`src/rtl/regfile_mp.sv`:
```
// Multi-port register file with ALU and memory write ports, a flags register,
// same-cycle write forwarding on registered read ports, and a pending scoreboard.
module regfile_mp #(
  parameter int                 DATA_W    = 16,
  parameter int                 ADDR_W    = 3,
  parameter int                 RD_PORTS  = 2,
  parameter int                 PC_IDX    = 3,
  parameter logic [DATA_W-1:0]  FLAGS_RST = '0,
  localparam int                NUM_REGS  = 2 ** ADDR_W
) (
  input  logic                         clk,
  input  logic                         rst,
  input  logic [RD_PORTS*ADDR_W-1:0]   rd_addr,
  input  logic [DATA_W-1:0]            rd_pc,
  output logic [RD_PORTS*DATA_W-1:0]   rd_data,
  input  logic                         alu_d_wr,
  input  logic [ADDR_W-1:0]            alu_d_adr,
  input  logic [DATA_W-1:0]            alu_r,
  input  logic                         mem_d_wr,
  input  logic [ADDR_W-1:0]            mem_d_adr,
  input  logic [DATA_W-1:0]            mem_r,
  input  logic                         alu_sf_wr,
  input  logic [DATA_W-1:0]            alu_sf,
  input  logic                         rmw_sf_w,
  input  logic [DATA_W-1:0]            rmw_sf,
  input  logic                         iss_valid,
  input  logic [ADDR_W-1:0]            iss_adr,
  output logic                         conflict_sf,
  output logic                         conflict_d,
  output logic [NUM_REGS-1:0]          pending,
  output logic [DATA_W-1:0]            flags
);

  localparam logic [ADDR_W-1:0] PC_ADR = ADDR_W'(PC_IDX);

  logic [DATA_W-1:0]          regs [NUM_REGS];
  logic [RD_PORTS*DATA_W-1:0] rd_next;
  logic [NUM_REGS-1:0]        pending_next;
  logic                       alu_acc;
  logic                       mem_acc;

  // A flags clash forces the ALU op to replay, so its register write is dropped too.
  assign conflict_sf = alu_sf_wr & rmw_sf_w;
  assign conflict_d  = alu_d_wr & mem_d_wr & (alu_d_adr == mem_d_adr) & ~conflict_sf;
  assign alu_acc     = alu_d_wr & ~conflict_sf & ~conflict_d;
  assign mem_acc     = mem_d_wr;

  // NOTE: every variable gets a default before any branch, so no latch is inferred.
  always_comb begin
    rd_next = '0;
    for (int k = 0; k < RD_PORTS; k++) begin
      if (rd_addr[k*ADDR_W +: ADDR_W] == PC_ADR)
        rd_next[k*DATA_W +: DATA_W] = rd_pc;
      else if (mem_acc && rd_addr[k*ADDR_W +: ADDR_W] == mem_d_adr)
        rd_next[k*DATA_W +: DATA_W] = mem_r;
      else if (alu_acc && rd_addr[k*ADDR_W +: ADDR_W] == alu_d_adr)
        rd_next[k*DATA_W +: DATA_W] = alu_r;
      else
        rd_next[k*DATA_W +: DATA_W] = regs[rd_addr[k*ADDR_W +: ADDR_W]];
    end
  end

  // Clears are applied before the set so an issue wins over a same-index write.
  always_comb begin
    pending_next = pending;
    if (mem_acc)   pending_next[mem_d_adr] = 1'b0;
    if (alu_acc)   pending_next[alu_d_adr] = 1'b0;
    if (iss_valid) pending_next[iss_adr]   = 1'b1;
  end

  // NOTE: sequential state uses non-blocking assignments so all flops update together.
  always_ff @(posedge clk) begin
    if (rst) begin
      // NOTE: the array is flop-based and must read back 0 after reset, so it is reset explicitly.
      for (int i = 0; i < NUM_REGS; i++) regs[i] <= '0;
    end else begin
      if (mem_acc) regs[mem_d_adr] <= mem_r;
      if (alu_acc) regs[alu_d_adr] <= alu_r;
    end
  end

  always_ff @(posedge clk) begin
    if (rst) begin
      rd_data <= '0;
      pending <= '0;
      flags   <= FLAGS_RST;
    end else begin
      rd_data <= rd_next;
      pending <= pending_next;
      if (rmw_sf_w)       flags <= rmw_sf;
      else if (alu_sf_wr) flags <= alu_sf;
    end
  end

endmodule
```
`config.mk`:
```
export PLATFORM = sky130hd
export DESIGN_NAME = regfile_mp
export DESIGN_NICKNAME = d
export VERILOG_FILES = /design/src/rtl/regfile_mp.sv
export SDC_FILE = /design/constraint.sdc
export NUM_CORES = 1
export LEC_CHECK = 0
export BUFFER_PORTS_ARGS = -buffer_cell sky130_fd_sc_hd__buf_2
export CAP_MARGIN = 25
export CORE_ASPECT_RATIO = 0.8
export CORE_MARGIN = 2
export CORE_UTILIZATION = 40
export CTS_BUF_LIST = sky130_fd_sc_hd__clkbuf_16
export DETAILED_ROUTE_END_ITERATION = 16
export PLACE_DENSITY_LB_ADDON = 0.3
export SYNTH_ARGS = -nofsm -noshare
export SYNTH_HDL_FRONTEND = slang
export SYNTH_SLANG_ARGS = --single-unit
```
`constraint.sdc`:
```
create_clock -name clk -period 4.3 [get_ports clk]
set_clock_uncertainty 0.2 [all_clocks]
set_input_delay 0 -clock clk [delete_from_list [all_inputs] [get_ports clk]]
set_output_delay 0 -clock clk [all_outputs]
set_load 0.02 [all_outputs]
```
==> impl.org <==
** Timing
- Relative slew margins :: 0.291
- For the pin with the worst max-slew slack, the measured transition is roughly 1.1 ns.
- Max Freq :: approximately 0.31 GHz
- In the finished design, the share of the clock period the worst path needs comes to 0.742.
- # setup viols final :: 0
- Final-report max-slew violation count :: 0
- The number of hold violations in the final report was 0.
- Post-layout worst setup margin :: between 1 and 1.5 ns
- Unrepaired setup endpoints after global routing :: false
- Across all hold checks on the routed design, the worst slack comes to 0.0535 ns.
- After layout, the minimum clock period comes to ~3.2 ns.
- Aggregate negative setup slack :: 0 ns

** Routing
- Amount of wire on met2 after detailed routing :: about 18 mm
- Post-detailed-route count of antenna-violating nets :: 0
- After detailed routing, the number of vias per cell comes to 6.29.
- The first routing iteration left ~910 violations.
- Dividing the detail-routed wire length by the instance count gives roughly 27 um.
- The highest layer touched by signal routing is met4.
- For this run, design rule violations remaining after detail routing come to 0.
- The detailed router put a total of roughly 14 mm of wire on met1.
- Summed over all layers, the routed wires come to ~37 mm.
- The first TritonRoute pass finished after 5 iterations.
- In the detailed route, the total length drawn on met3 is between 4 and 5 mm.
- For this block, the via count after detailed routing is 8837.

** Placement
- The HPWL after detailed placement is about 23 mm.
- During placement, the flow inserted port buffers numbering around 160.
- GPL Wtd Cong :: about 0.83
- Prior to clock tree synthesis, the placed netlist has a worst setup slack of 1.56 ns.
- Once placement finished, the instance area stood at about 11000 sq um.
- Once placement completed, the tool counted placed cells totaling roughly 1200.

** Critical path
- The worst setup path is captured at a flop.
- The worst register-to-register path has a depth of 5.
- Reg-to-reg startpoint :: regs[0][13]
- In this run the worst path has a maximum fanout of 18.
- Critical path data required time :: about 4.5 ns
- The critical path is of the in2reg type.
- In this run the critical register-to-register path is captured at rd_data[29].
- Worst setup slack for register-to-register paths :: roughly 1.9 ns
- Data on the critical path arrives at its endpoint at approximately 3.4 ns.
- Startpoint of the worst setup timing path :: rd_addr[0]
- Critical path capture point :: rd_data[15]
- Type of origin of the critical path :: input pin

** Floorplan
- Area of the core :: between 20000 and 30000 sq um
- Height of the die :: roughly 150 um
- During I/O placement, the number of pins put on the boundary was 160.
- The initial utilization of the core area, before any placement, comes to 0.408.
- Die X-Extent :: ~180 um
- After floorplanning, the core was divided into 52 placement rows.
- Die Outline Area :: 27100 sq um

** Synthesis
- In this run the cell area of the synthesized design comes to approximately 10000 sq um.
- In this run, synthesis inferred between 100 and 150 flip-flops with an integrated enable.
- The share of the Yosys chip area taken by registers is 0.481.
- In the synthesized netlist the dominant register cell turns out to be edfxtp_1.
- After synthesis, the share of flip-flops with an asynchronous set or reset is 0.
- Number of synthesized register bits :: approximately 180
- The number of different library cells used by synthesis comes to 42.
- Ranked by total cell area, the synthesized netlist is headed by edfxtp_1, mux4_2, dfxtp_1.
- Dividing the synthesized area by the synthesized cell count gives 12.6 sq um.
- The share of synthesized area in the top cell type comes to 0.373.
- Synth warn :: 0
- Mapped Cells :: around 800
- Post-Synthesis Net Count :: slightly above 900
- Cell accounting for the most synthesized area :: edfxtp_1

** Power
- Highest ir drop seen on vdd :: just under 0.3 mV
- The share of total power dissipated in the clock network is 0.349.
- Summing internal, switching and leakage power gives ~4.7 mW.
- Switch share :: 0.280
- In this run the static leakage power is 5.30 nW.
- Comb power frac :: 0.201
- Of the total power, registers draw 0.450.
- Internal :: between 3 and 4 mW
- Power spread over the standard cell area amounts to 352 nW/um^2.
- Switching power total :: between 1 and 1.5 mW

** CTS
- At the later pin of the worst-skew pair, clock insertion delay measures approximately 0.45 ns.
- Buffer depth of the longest clock path :: 2
- TritonCTS clock tree :: yes
- Gates resized during post-CTS repair numbered 0.
- CTS Buf Count :: 17
- CTS saw 184 sinks.
- Clock-pin slew was measured on the worst setup and hold paths at ~0.080 ns.
- H-tree Lvls :: 4
- CTS placed an instance of clkbuf_16 at the clock tree root.

** Global routing
- Number of antenna violations at the first check in global routing :: 1
- Total routing resource utilization after global routing :: 0.277
- The first global-routing pass estimated 54.4 mm of wire.
- The total overflow left after global routing is 0.
- Largest net degree at the start of global routing :: 39
- Number of global-route vias before repair :: about 8900

** Status
- Status :: complete, no violations

** Job
- Max-cap violations in this run came to 0.

** Final layout
- Count of placed standard cells in the final layout, fillers left out :: between 1000 and 1500
- Compared with the post-synthesis result, the final layout area differs by 29.8%.
- Share of post-route cells with drive strength above 1 :: 0.322
- Summing all non-filler instances in the final layout gives an area of about 13000 sq um.
- Once layout is complete, the utilization of the core stands at 0.529.
- The filler cells instantiated in the layout total about 2100.
- For this run, the post-layout net count is about 1200.

** Hold path
- Worst hold path type :: in2reg
- The worst hold path passes through 2 cells.
[final cells by class]
cell class / count / area [sq um] / area share
timing repair buffer: 321 / 2360 / 0.176
multi-input combinational: 532 / 4990 / 0.373
clock buffer: 21 / 526 / 0.0393
antenna: 1 / 2.50 / 0.000187
clock inverter: 11 / 93.8 / 0.00701
tap: 324 / 405 / 0.0303
inverter: 12 / 45.0 / 0.00337
sequential: 184 / 4960 / 0.371
[placed cells by master, fill, tap and decap left out, types with 4 or more instances in the layout]
cell	n
buf_2	159
edfxtp_1	128
dlygate4sd3_1	126
a22o_1	124
mux4_2	64
dfxtp_1	56
nor2_1	51
mux2i_1	48
mux2_2	32
buf_4	31
a21oi_1	27
nor3_1	22
o21ai_0	22
a211oi_1	22
clkbuf_16	21
nand2_1	18
nor2b_1	16
o22ai_1	14
inv_1	12
xnor2_1	9
nor2_2	6
xor2_1	6
nor3_4	4
nand2b_1	4
a32o_1	4
or3_1	4
o32ai_1	4
buf_8	4
[sequential cells by signal (all words and copies together), names as in the netlist]
register / cells
rd_data: 32
pending: 8
regs: 128
flags: 16
[Yosys cell counts (3+ instances only)]
library cell	instances
edfxtp_1	128
o21ai_0	25
o32ai_1	4
nand2_1	18
nand3b_1	3
buf_6	6
mux2_2	32
buf_1	21
mux4_2	64
clkbuf_1	38
nand4_1	3
mux2i_1	48
inv_1	12
o22ai_1	14
nand3_1	3
a22o_1	124
a32o_1	4
nor2_2	6
a211oi_1	22
nor2b_1	16
xnor2_1	9
nand2b_1	4
a21oi_1	27
xor2_1	6
nor3_1	26
dfxtp_1	56
nor2_1	51
and2_1	3
buf_2	21
or3_1	4
[how the worst min path moves through the flow]
stage,from,endpoint,slack (ns)
finish,alu_d_adr[0],regs[0][3],0.05
global route,alu_d_adr[0],regs[0][3],0.05
CTS,alu_d_adr[0],regs[0][3],0.02
detailed placement,rmw_sf[2],flags[2],0.04
global placement,rmw_sf[2],flags[2],0.03
floorplan,iss_adr[0],pending[2],-0.09
[layer usage]
metal | vias up | track usage
li1 | 3766 | -
met5 | - | 0
met1 | 4387 | 0.343
met2 | 590 | 0.458
met4 | 0 | 0.104
met3 | 94 | 0.0823
[power by group through the flow]
stage / Sequential, mW / Combinational [mW] / Clock [mW]
final: 2.12 / 0.948 / 1.65
after global routing: 2.13 / 1.00 / 1.73
after CTS: 2.12 / 0.931 / 1.66
after detailed placement: 2.15 / 0.807 / 0
after global placement: 2.15 / 0.796 / 0
after floorplan: 2.19 / 0.463 / 0
[kinds of logic after synthesis]
group | synth area share
and+or+nand+nor | 0.0710
muxes | 0.221
buffers and inverters | 0.0440
xor gates and xnor gates | 0.0127
DFF | 0.481
AOI/OAI and AO/OA | 0.170
[what timing repair did]
action,4_1_cts,5_1_grt
hold endpoints to repair,184,0
hold buffers,126,0
setup buffers,0,0
[worst max-delay path, stage by stage]
cell           delay [ns]
buf_2                0.53
buf_4                0.35
nand2_1              0.07
nor2_1               0.67
buf_4                0.33
a21oi_1              0.11
dlygate4sd3_1        0.58
o22ai_1              0.14
dlygate4sd3_1        0.56
(Power assumes the default switching activity.)
